--- config.mk ---
export PLATFORM = sky130hd
export DESIGN_NAME = rv32_scoreboard
export DESIGN_NICKNAME = d
export VERILOG_FILES = /design/src/rtl/rv32_scoreboard.sv
export SDC_FILE = /design/constraint.sdc
export NUM_CORES = 1
export LEC_CHECK = 0
export ABC_CLOCK_PERIOD_IN_PS = 3590
export CORE_MARGIN = 2
export CORE_UTILIZATION = 60
export DETAILED_ROUTE_END_ITERATION = 10
export GPL_ROUTABILITY_DRIVEN = 0
export PLACE_DENSITY = 0.77
export SETUP_SLACK_MARGIN = 0.2
export SYNTH_ARGS = -nofsm -noshare
export SYNTH_HDL_FRONTEND = slang
export SYNTH_SLANG_ARGS = --single-unit
export TNS_END_PERCENT = 50
--- constraint.sdc ---
create_clock -name clk -period 3.59 [get_ports clk]
set_input_delay 0.359 -clock clk [delete_from_list [all_inputs] [get_ports clk]]
set_output_delay 0.359 -clock clk [all_outputs]
set_load 0.05 [all_outputs]
--- src/rtl/rv32_scoreboard.sv ---
// Decode-stage register scoreboard: per-register result countdowns, RAW and multiply-unit stall generation.
// Define RV32_SCOREBOARD_PERF_EN to build the stall-cycle performance counter; otherwise it reads constant 0.
module rv32_scoreboard #(
  parameter int MAX_LAT = 4,
  parameter int MUL_II  = 3,
  parameter int LAT_W   = $clog2(MAX_LAT+1)
) (
  input  logic             clk,
  input  logic             resetn,
  input  logic             advance,
  input  logic             issue_valid,
  input  logic             issue_wb,
  input  logic [4:0]       issue_rd,
  input  logic [LAT_W-1:0] issue_lat,
  input  logic             issue_mul,
  input  logic [2:0][4:0]  rs_addr,
  input  logic [2:0]       use_rs,
  input  logic             flush,
  output logic             stall,
  output logic             stall_raw,
  output logic             stall_mul,
  output logic             issue_fire,
  output logic [31:0]      perf_stall_cycles
);
  localparam int               MB_W    = (MUL_II > 1) ? $clog2(MUL_II) : 1;
  localparam logic [LAT_W-1:0] LAT_MAX = LAT_W'(MAX_LAT);
  localparam logic [MB_W-1:0]  MB_INIT = MB_W'(MUL_II - 1);

  logic [LAT_W-1:0] w_cnt [32];
  logic [LAT_W-1:0] w_lat;
  logic             w_wr;
  logic             w_raw;
  logic [MB_W-1:0]  r_mul_busy;

  assign w_lat      = (issue_lat > LAT_MAX) ? LAT_MAX : issue_lat;
  assign w_wr       = issue_fire && issue_wb && (issue_rd != 5'd0);
  assign stall_raw  = w_raw;
  assign stall_mul  = issue_mul && (r_mul_busy != '0);
  assign stall      = issue_valid && (stall_raw || stall_mul);
  assign issue_fire = issue_valid && advance && !stall && !flush;

  // x0 never has a pending write
  assign w_cnt[0] = '0;

  for (genvar r = 1; r < 32; r++) begin : g_reg
    logic [LAT_W-1:0] r_cnt;
    logic [LAT_W-1:0] w_dec;
    logic [LAT_W-1:0] w_nxt;

    always_comb begin
      w_dec = (r_cnt != '0) ? r_cnt - LAT_W'(1) : '0;
      w_nxt = w_dec;
      // a new write never shortens an older write's remaining wait
      if (w_wr && (issue_rd == 5'(r)) && (w_lat > w_dec)) w_nxt = w_lat;
    end

    always_ff @(posedge clk or negedge resetn) begin
      if (!resetn)      r_cnt <= '0;
      else if (advance) r_cnt <= w_nxt;
    end

    assign w_cnt[r] = r_cnt;
  end

  always_comb begin
    w_raw = 1'b0;
    for (int i = 0; i < 3; i++)
      if (use_rs[i] && (rs_addr[i] != 5'd0) && (w_cnt[rs_addr[i]] != '0)) w_raw = 1'b1;
  end

  always_ff @(posedge clk or negedge resetn) begin
    if (!resetn) r_mul_busy <= '0;
    else if (advance) begin
      if (issue_fire && issue_mul) r_mul_busy <= MB_INIT;
      else if (r_mul_busy != '0)   r_mul_busy <= r_mul_busy - MB_W'(1);
    end
  end

`ifdef RV32_SCOREBOARD_PERF_EN
  logic [31:0] r_perf;
  always_ff @(posedge clk or negedge resetn) begin
    if (!resetn)               r_perf <= '0;
    else if (stall && advance) r_perf <= r_perf + 32'd1;
  end
  assign perf_stall_cycles = r_perf;
`else
  assign perf_stall_cycles = 32'd0;
`endif

endmodule

==> metrics.txt, run 1 <==
area of the mapped netlist 0.01073 mm^2; die width 137.7 um; Nets 1565; later-pin clock latency in the skew report 0.35 ns; period utilization 93.17%; Diodes inserted 0; Yosys reg bits 95; most frequent cells in the layout ha_1, nor2_1, a21oi_1; top cell type's share of synthesized area 22.15%; Crit Path Class reg2out; WHS 0.09412 ns; WL/cell 18.22 um; Clock Skews 0.008956 ns; CP required 3.23 ns; drt pass-1 iters 5; library cells used by synthesis 62; Fill cells 1460; Final Critical Period 3.345 ns; critical path data arrival time 2.99 ns; die area 0.01897 mm^2; critical path endpoint category output pin; Lkg Pwr 5.214 nW; total CTS buffers 9; vias in the first global route 9249; Core Area 0.01742 mm^2; worst min path class in2async; ys flop type dfrtp_1; Synth area leaders dfrtp_1, ha_1, mux2i_1; synth warn 0; hold buffer count at cts 0; setup_tns 0 ns; most common cell after layout, fill and taps aside ha_1; combined area of the multi-input logic cells 0.007553 mm^2; Reg2Reg Launch Point g_reg[17].r_cnt[1]; Layout area overhead 10.07%; Least-Margin Pin Slew 0.8654 ns; unrepaired setup endpoints after global routing no; Setup WS pre-CTS 0.1662 ns; dpl hpwl 20490 um; r2r setup slk 0.45 ns; fmax 0.2990 GHz; initial antenna violation count 0; Post-synth EDFFs 0; CTS sink cnt 95; row cnt 48; Post-synth ARST share 100.0%; endpoint of the worst-slack reg-to-reg timing path g_reg[9].r_cnt[2]; max_cap viols 0; H-tree Lvls 3; outcome completed; synthesized area per cell 7.986 um^2; Synth Instances 1344; dominant cell type by area after synthesis dfrtp_1; share of layout cells above drive strength 1 8.841%; Clock Tree Root clkbuf_16; Total GRT Usage 31.09%; die height 137.7 um; DRC violations left 0; initial DRC count 941; Peak VDD IR 0.3841 mV; Max Buffers Root-to-Sink 2; Initial Utilization 61.62%; Reg area 0.002380 mm^2; Slew Viols, Final 0; I/O pin cnt 69; first-pass GRT wire length 46110 um; I/O Buffers 36; power per cell area 614.9 mW/mm^2; Final Hold Violating Endpoints 0; worst-case reg-to-reg path depth 10; CP Max Fanout 13; Antenna Violating Nets Remaining 0; DRT Wirelength 29240 um; CTS clock-pin slew for the worst setup and hold paths 0.07 ns; largest net degree at the start of global routing 130; CTS tree built; Vias/cell 6.262; crit path launch type flop; Seq/Total Area, Yosys 22.15%; detailed-route via count 10050; setup ws final 0.2451 ns; Final setup violation count 0; Rel. slew slack 41.49%; grt ovf 0
[Yosys cell counts, drive strengths merged (22+ instances only)]
library cell,count
buf,41
nor2b,34
nor2,152
a21o,30
a31oi,29
and2,22
inv,138
ha,156
o21ai,40
a21oi,143
and3,23
mux2i,72
clkbuf,46
nor3,82
dfrtp,95
nand2,47
or3,27
[kinds of logic after synthesis]
kind of cell,count (synthesis),share of synthesized area [%]
AND/OR/NAND/NOR,443,22.10
AO/OA/AOI/OAI,341,19.76
buffers and inverters,226,9.163
adder cells (fa/ha/maj),156,18.19
flip-flops,95,22.15
multiplexers,82,8.603
other,1,0.03494
[metal layers]
layer	vias to the layer above	GRT usage [%]	wire, um
li1	4802	-	-
met1	4780	40.02	12320
met2	386	52.40	13900
met3	83	3.974	1997
met4	0	13.49	1020
met5	-	0	0
[worst max-delay path: stages (launching register included)]
cell and delay, ns:
dfrtp_2 0.45, or3_1 0.43, mux4_2 0.49, nor4b_2 0.22, a41o_1 0.19, a211oi_4 0.08
nand3b_4 0.23, buf_12 0.19, o21a_1 0.16, buf_4 0.18
[where the power goes]
group | total (W) | leakage [nW] | switching, W | internal (W)
Sequential | 0.00199 | 1.21 | 0.000535 | 0.00146
Combinational | 0.00426 | 3.85 | 0.00241 | 0.00185
Clock | 0.00101 | 0.145 | 0.000439 | 0.000575
[what timing repair did]
action / 4_1_cts / 5_1_grt
setup buffers: 0 / 5
gates resized for setup: 2 / 14
setup endpoints to repair: 2 / 3
pin swaps: 0 / 1
gates cloned: 0 / 1
[through the flow]
stage / instances / total power (W) / util [%] / instance area (um^2)
floorplan: 1375 / 0.004975 / - / 10850
global placement: 1584 / 0.005900 / 65.42 / 11390
detailed placement: 1584 / 0.006072 / 65.42 / 11390
CTS: 1599 / 0.007129 / 67.18 / 11700
global route: 1605 / 0.007912 / 67.83 / 11810
finish: 1605 / 0.007264 / 67.83 / 11810
[final cells by class]
class                   count  area share, %
multi-input cells        1054          63.94
clock inverters             3         0.3601
well taps                 225          2.383
clock buffers              12          2.171
repair buffers             77          6.566
flip-flops and latches     95          20.14
inverters                 139          4.438
[worst max-delay path by stage]
| stage | from | to | slack [ns] | cells past startpoint |
|---|---|---|---|---|
| finish | g_reg[17].r_cnt[1] | stall | 0.25 | 9 |
| detailed placement | rs_addr[6] | stall | 0.17 | 10 |
| global placement | rs_addr[6] | stall | 0.23 | 9 |
| CTS | rs_addr[6] | stall | 0.16 | 10 |
| floorplan | g_reg[25].r_cnt[1] | issue_fire | 0.35 | 9 |
| global route | g_reg[14].r_cnt[2] | stall | 0.17 | 9 |
[state kept, by name (all words and copies together), names as in the netlist]
register,cells
g.r_cnt,93
r_mul_busy,2
Note: power is estimated with default switching activity, not from simulation.
==> run 2: changes to the inputs <==
Settings changed: CORE_MARGIN 2 to 4, CORE_UTILIZATION 60 to 50, PLACE_DENSITY 0.77 to 0.65.
==> metrics.txt, run 2 (synthesized netlist as in run 1, its figures left out) <==
H-tree Lvls 3 (unchanged); biggest regs g.r_cnt x93, r_mul_busy x2; CP Buf/Inv Count 4 (+2); largest net degree at the start of global routing 72 (-45%); Nets 1566 (+0.064%); Final setup violation count 0 (unchanged); critical path data arrival time 2.99 ns (about the same); DRC violations left 0 (unchanged); I/O Buffers 36 (unchanged); Clock Tree Root clkbuf_16; setup_tns 0 ns (unchanged); Least-Margin Pin Slew 0.8112 ns (-0.05418 ns); CP max stage delay 0.64 ns (+0.15 ns); DRT Wirelength 29980 um (+2.5%); CP required 3.23 ns (about the same); drt pass-1 iters 5 (unchanged); Reg area 0.002379 mm^2 (about the same); delay-heaviest family, CP compound AO/OA/AOI/OAI gates; power per cell area 602.7 mW/mm^2 (-2.0%); crit path launch type input pin; WHS 0.09516 ns (+0.001048 ns); Final Critical Period 3.350 ns (+0.004855 ns); grt ovf 0 (unchanged); Initial Utilization 50.90% (-11 points); first-pass GRT wire length 47530 um (+3.1%); post-route insts no fill 1658 (+3.3%); initial antenna violation count 0 (unchanged); Slew Viols, Final 0 (unchanged); combined area of the multi-input logic cells 0.007526 mm^2 (-0.36%); WL/cell 18.08 um (-0.74%); die width 154.5 um (+12%); Total GRT Usage 24.51% (-6.6 points); max_cap viols 0 (unchanged); Peak VDD IR 0.3066 mV (-20%); period utilization 93.31% (+0.14 points); most frequent cells in the layout ha_1, nor2_1, a21oi_1; Cell Area, Placed 0.01147 mm^2 (+0.64%); worst min path class in2async; detailed-route via count 9741 (-3.1%); Antenna Violating Nets Remaining 0 (unchanged); CTS sink cnt 95 (unchanged); Clock Skews 0.005837 ns (-0.003119 ns); met3 WL 1657 um (-17%); dpl hpwl 21130 um (+3.1%); Fill cells 1972 (+35%); Crit Path Class in2out; placed cell count 1637 (+3.3%); Max Buffers Root-to-Sink 2 (unchanged); Rel. slew slack 45.92% (+4.4 points); Vias/cell 5.875 (-6.2%); I/O pin cnt 69 (unchanged); CP max stage cell clkdlybuf4s50_1; unrepaired setup endpoints after global routing no; total CTS buffers 9 (unchanged); cell area after layout 0.01184 mm^2 (+0.18%); fmax 0.2985 GHz (-0.14%); met2 WL post-DR 14270 um (+2.7%); most common cell after layout, fill and taps aside ha_1; worst path cell trace clkdlybuf4s50_1, inv_1, a2111oi_1, a21oi_1, a41o_1, a211oi_2, nand3b_4, buf_12, o21a_1, buf_6; Lkg Pwr 5.186 nW (-0.53%); critical path endpoint category output pin; later-pin clock latency in the skew report 0.36 ns (about the same); CTS clock-pin slew for the worst setup and hold paths 0.07 ns (about the same); Core Area 0.02109 mm^2 (+21%); die height 154.5 um (+12%); Metal-1 WL 13370 um (+8.6%); Layout area overhead 10.27%; row cnt 53 (+10%); outcome completed; vias in the first global route 9152 (-1.0%); Top Layer Used met4; CTS tree built; share of layout cells above drive strength 1 8.611% (-0.23 points); CP Max Fanout 17 (+4); Final Hold Violating Endpoints 0 (unchanged); initial DRC count 672 (-29%); Largest register FFs 93 (unchanged); largest reg by FF count g.r_cnt; die area 0.02387 mm^2 (+26%)
-- run 2: cell count changes in the layout (fill, tap and decap cells not counted), moves of 2 or more --
cell,previous run,this run
nor3_2,28,26
clkdlybuf4s50_1,27,30
nor3_1,54,56
buf_6,0,2
clkinv_2,1,4
dlymetal6s2s_1,3,0
or3_4,4,2
or3_1,23,25
-- run 2: where the power goes --
group          switching (W)  internal, W  leakage [nW]
Combinational        0.00238      0.00181          3.83
Clock               0.000445     0.000505         0.142
Sequential          0.000535      0.00146          1.22
-- run 2: stage by stage --
stage | total power (W) | utilization (%) | setup WS (ns)
2_1_floorplan | 0.004975 | - | 0.3463
3_3_place_gp | 0.005979 | 54.38 | 0.3456
3_5_place_dp | 0.006100 | 54.38 | 0.2819
4_1_cts | 0.007071 | 55.69 | 0.2101
5_1_grt | 0.007834 | 56.11 | 0.1878
6_report | 0.007133 | 56.12 | 0.2403
-- run 2: area by class of cell --
class                           count  area share [%]
Antenna cell                        1         0.02114
Clock buffer                       12           2.167
Clock inverter                      4          0.1692
Inverter                          139           4.430
Multi-Input combinational cell   1054           63.59
Sequential cell                    95           20.10
Tap cell                          275           2.907
Timing Repair Buffer               78           6.618
-- run 2: what timing repair did --
action | CTS | global route
setup endpoints to repair | 0 | 2
hold buffers | 0 | 0
buffers inserted | 0 | 3
resized for setup | 0 | 9
-- run 2: worst reg2reg max path, stage by stage (launching register included) --
cell	delay, ns
dfrtp_1	0.42
or3_1	0.45
mux4_2	0.50
nor4b_2	0.24
a41o_1	0.16
a211oi_2	0.07
nand3b_4	0.22
buf_4	0.18
clkbuf_16	0.18
or3_1	0.38
and3_1	0.18
-- run 2: final timing paths --
check,startpoint,endpoint,slack (ns),cells past startpoint
worst max-delay path,rs_addr[5],stall,0.24,10
worst min-delay path,resetn,r_mul_busy[1],0.1,1
worst max register to register,g_reg[18].r_cnt[1],g_reg[22].r_cnt[2],0.51,10
worst min register to register,r_mul_busy[0],r_mul_busy[0],0.49,1
max in group asynchronous,resetn,g_reg[4].r_cnt[1],2.77,2
min in group clk,r_mul_busy[0],r_mul_busy[0],0.49,1
-- run 2: layer usage --
layer	global-route usage, %	vias up
met4	7.485	0
met5	0	-
met2	41.83	259
li1	-	4777
met3	2.966	48
met1	32.56	4657
==> run 3: changes to the inputs <==
Settings changed: CORE_UTILIZATION 50 to 52, PLACE_DENSITY 0.65 to 0.67.
==> metrics.txt, run 3 (synthesized netlist as in run 1, its figures left out) <==
unrepaired setup endpoints after global routing no; Setup WS pre-CTS 0.1542 ns (-0.1277 ns); Diodes inserted 0 (-1); Sw Pwr 0.003380 W (+0.60%); CTS tree built; Final setup violation count 0 (unchanged); CP Buf/Inv Count 2 (-2); DRC violations left 0 (unchanged); I/O pin cnt 69 (unchanged); initial DRC count 619 (-7.9%); delay-heaviest family, CP simple AND/OR/NAND/NOR gates; CP Max Fanout 10 (-7); Nets 1570 (+0.26%); H-tree Lvls 3 (unchanged); DRT Wirelength 30190 um (+0.71%); Clock Skews 0.008389 ns (+0.002553 ns); Rel. slew slack 35.36% (-11 points); WHS 0.07164 ns (-0.02352 ns); vias in the first global route 9106 (-0.50%); I/O Buffers 36 (unchanged); CP max stage delay 0.67 ns (+0.03 ns); Total GRT Usage 26.11% (+1.6 points); Clk network pwr share 14.0% (+0.7 points); CP max stage cell nor3_1; Crit Path Class reg2out; CTS sink cnt 95 (unchanged); Final Critical Period 3.376 ns (+0.02651 ns); cell-internal power 0.003831 W (+1.5%); initial antenna violation count 0 (unchanged); outcome completed; Slew Viols, Final 0 (unchanged); die height 151.7 um (-1.8%); power per cell area 608.0 mW/mm^2 (+0.89%); Largest register FFs 93 (unchanged); max_cap viols 0 (unchanged); Initial Utilization 52.87% (+2.0 points); row cnt 52 (-1.9%); Flop pwr share 27.9% (about the same); Clock Tree Root clkbuf_16; period utilization 94.05% (+0.74 points); total CTS buffers 9 (unchanged); combinational power share 58.1% (-0.6 points); critical path data arrival time 3.02 ns (+0.03 ns); Peak VDD IR 0.2877 mV (-6.2%); largest reg by FF count g.r_cnt; Layout area overhead 10.50%; Vias/cell 5.948 (+1.2%); fmax 0.2962 GHz (-0.79%); later-pin clock latency in the skew report 0.36 ns (about the same); setup_tns 0 ns (unchanged); detailed-route via count 9850 (+1.1%); Max Buffers Root-to-Sink 2 (unchanged); worst min path class in2async; drt pass-1 iters 5 (unchanged); die width 151.7 um (-1.8%); share of layout cells above drive strength 1 9.163% (+0.55 points); worst path cell trace nor3_1, mux4_2, nand3b_1, a32oi_1, a311o_2, nand3b_4, buf_12, o21a_1, buf_4; crit path launch type flop; Antenna Violating Nets Remaining 0 (unchanged); first-pass GRT wire length 47330 um (-0.41%); most frequent cells in the layout ha_1, nor2_1, a21oi_1; grt ovf 0 (unchanged); most common cell after layout, fill and taps aside ha_1; CTS clock-pin slew for the worst setup and hold paths 0.07 ns (about the same); Final Hold Violating Endpoints 0 (unchanged); critical path endpoint category output pin; biggest regs g.r_cnt x93, r_mul_busy x2; PnR Total Power 0.007211 W (+1.1%); Lkg Pwr 5.221 nW (+0.67%); dpl hpwl 21350 um (+1.1%); post-route insts no fill 1656 (-0.12%); switch share 46.87% (-0.23 points); Least-Margin Pin Slew 0.9696 ns (+0.1584 ns); die area 0.02300 mm^2 (-3.6%); placed cell count 1632 (-0.31%); largest net degree at the start of global routing 88 (+22%); CP required 3.23 ns (about the same); WL/cell 18.23 um (+0.84%); setup ws final 0.2138 ns (-0.02651 ns); Core Area 0.02030 mm^2 (-3.7%)
==> run 3: final cells by class <==
| cell class | count | area, um^2 |
|---|---|---|
| Clock buffer | 13 | 250.2 |
| Clock inverter | 3 | 42.54 |
| Fill cell | 1890 | 8439 |
| Inverter | 139 | 524.3 |
| Multi-Input combinational cell | 1054 | 7551 |
| Sequential cell | 95 | 2380 |
| Tap cell | 270 | 337.8 |
| Timing Repair Buffer | 82 | 774.5 |
==> run 3: worst paths after layout <==
kind	startpoint	to	slack [ns]	cells after the start
worst min register to register	r_mul_busy[0]	r_mul_busy[0]	0.49	1
min in group clk	advance	g_reg[28].r_cnt[0]	0.41	3
worst min-delay path	resetn	g_reg[3].r_cnt[0]	0.07	1
max in group asynchronous	resetn	g_reg[27].r_cnt[1]	2.70	2
worst max-delay path	g_reg[9].r_cnt[1]	stall	0.21	9
worst max register to register	g_reg[9].r_cnt[1]	g_reg[13].r_cnt[2]	0.45	10
==> run 3: per-stage QoR <==
step | utilization (%) | area, um^2
after floorplan | - | 10850
after global placement | 56.34 | 11440
after detailed placement | 56.34 | 11440
after CTS | 57.82 | 11740
after global routing | 58.43 | 11860
final | 58.43 | 11860
==> run 3: worst register-to-register path, delay by kind of cell, from the launching register on <==
family,cells,cell delay (ns)
AOI/OAI and AO/OA,2,0.42
buffers and inverters,2,0.36
DFF,1,0.42
muxes,1,0.39
and+or+nand+nor,5,1.44
==> run 3: power groups by stage <==
stage | clock network (W) | logic [W] | registers [W]
final | 0.00101 | 0.00419 | 0.00201
after CTS | 0.00103 | 0.00408 | 0.00198
after detailed placement | 0 | 0.00405 | 0.00199
after global routing | 0.00107 | 0.00477 | 0.00208
after floorplan | 0 | 0.00314 | 0.00184
after global placement | 0 | 0.00393 | 0.00198
==> run 3: metal layers <==
metal / global-route usage (%) / share of wire, %
met5: 0 / 0
met3: 3.510 / 5.1
met2: 44.13 / 47
met4: 8.176 / 2.6
met1: 34.74 / 45
==> run 3: what timing repair did <==
| item | 4_1_cts | 5_1_grt |
|---|---|---|
| setup endpoints to repair | 2 | 3 |
| gates resized for setup | 3 | 14 |
| buffers inserted | 0 | 7 |
| hold buffers | 0 | 0 |
| pin swaps | 0 | 1 |
| cloned | 0 | 1 |
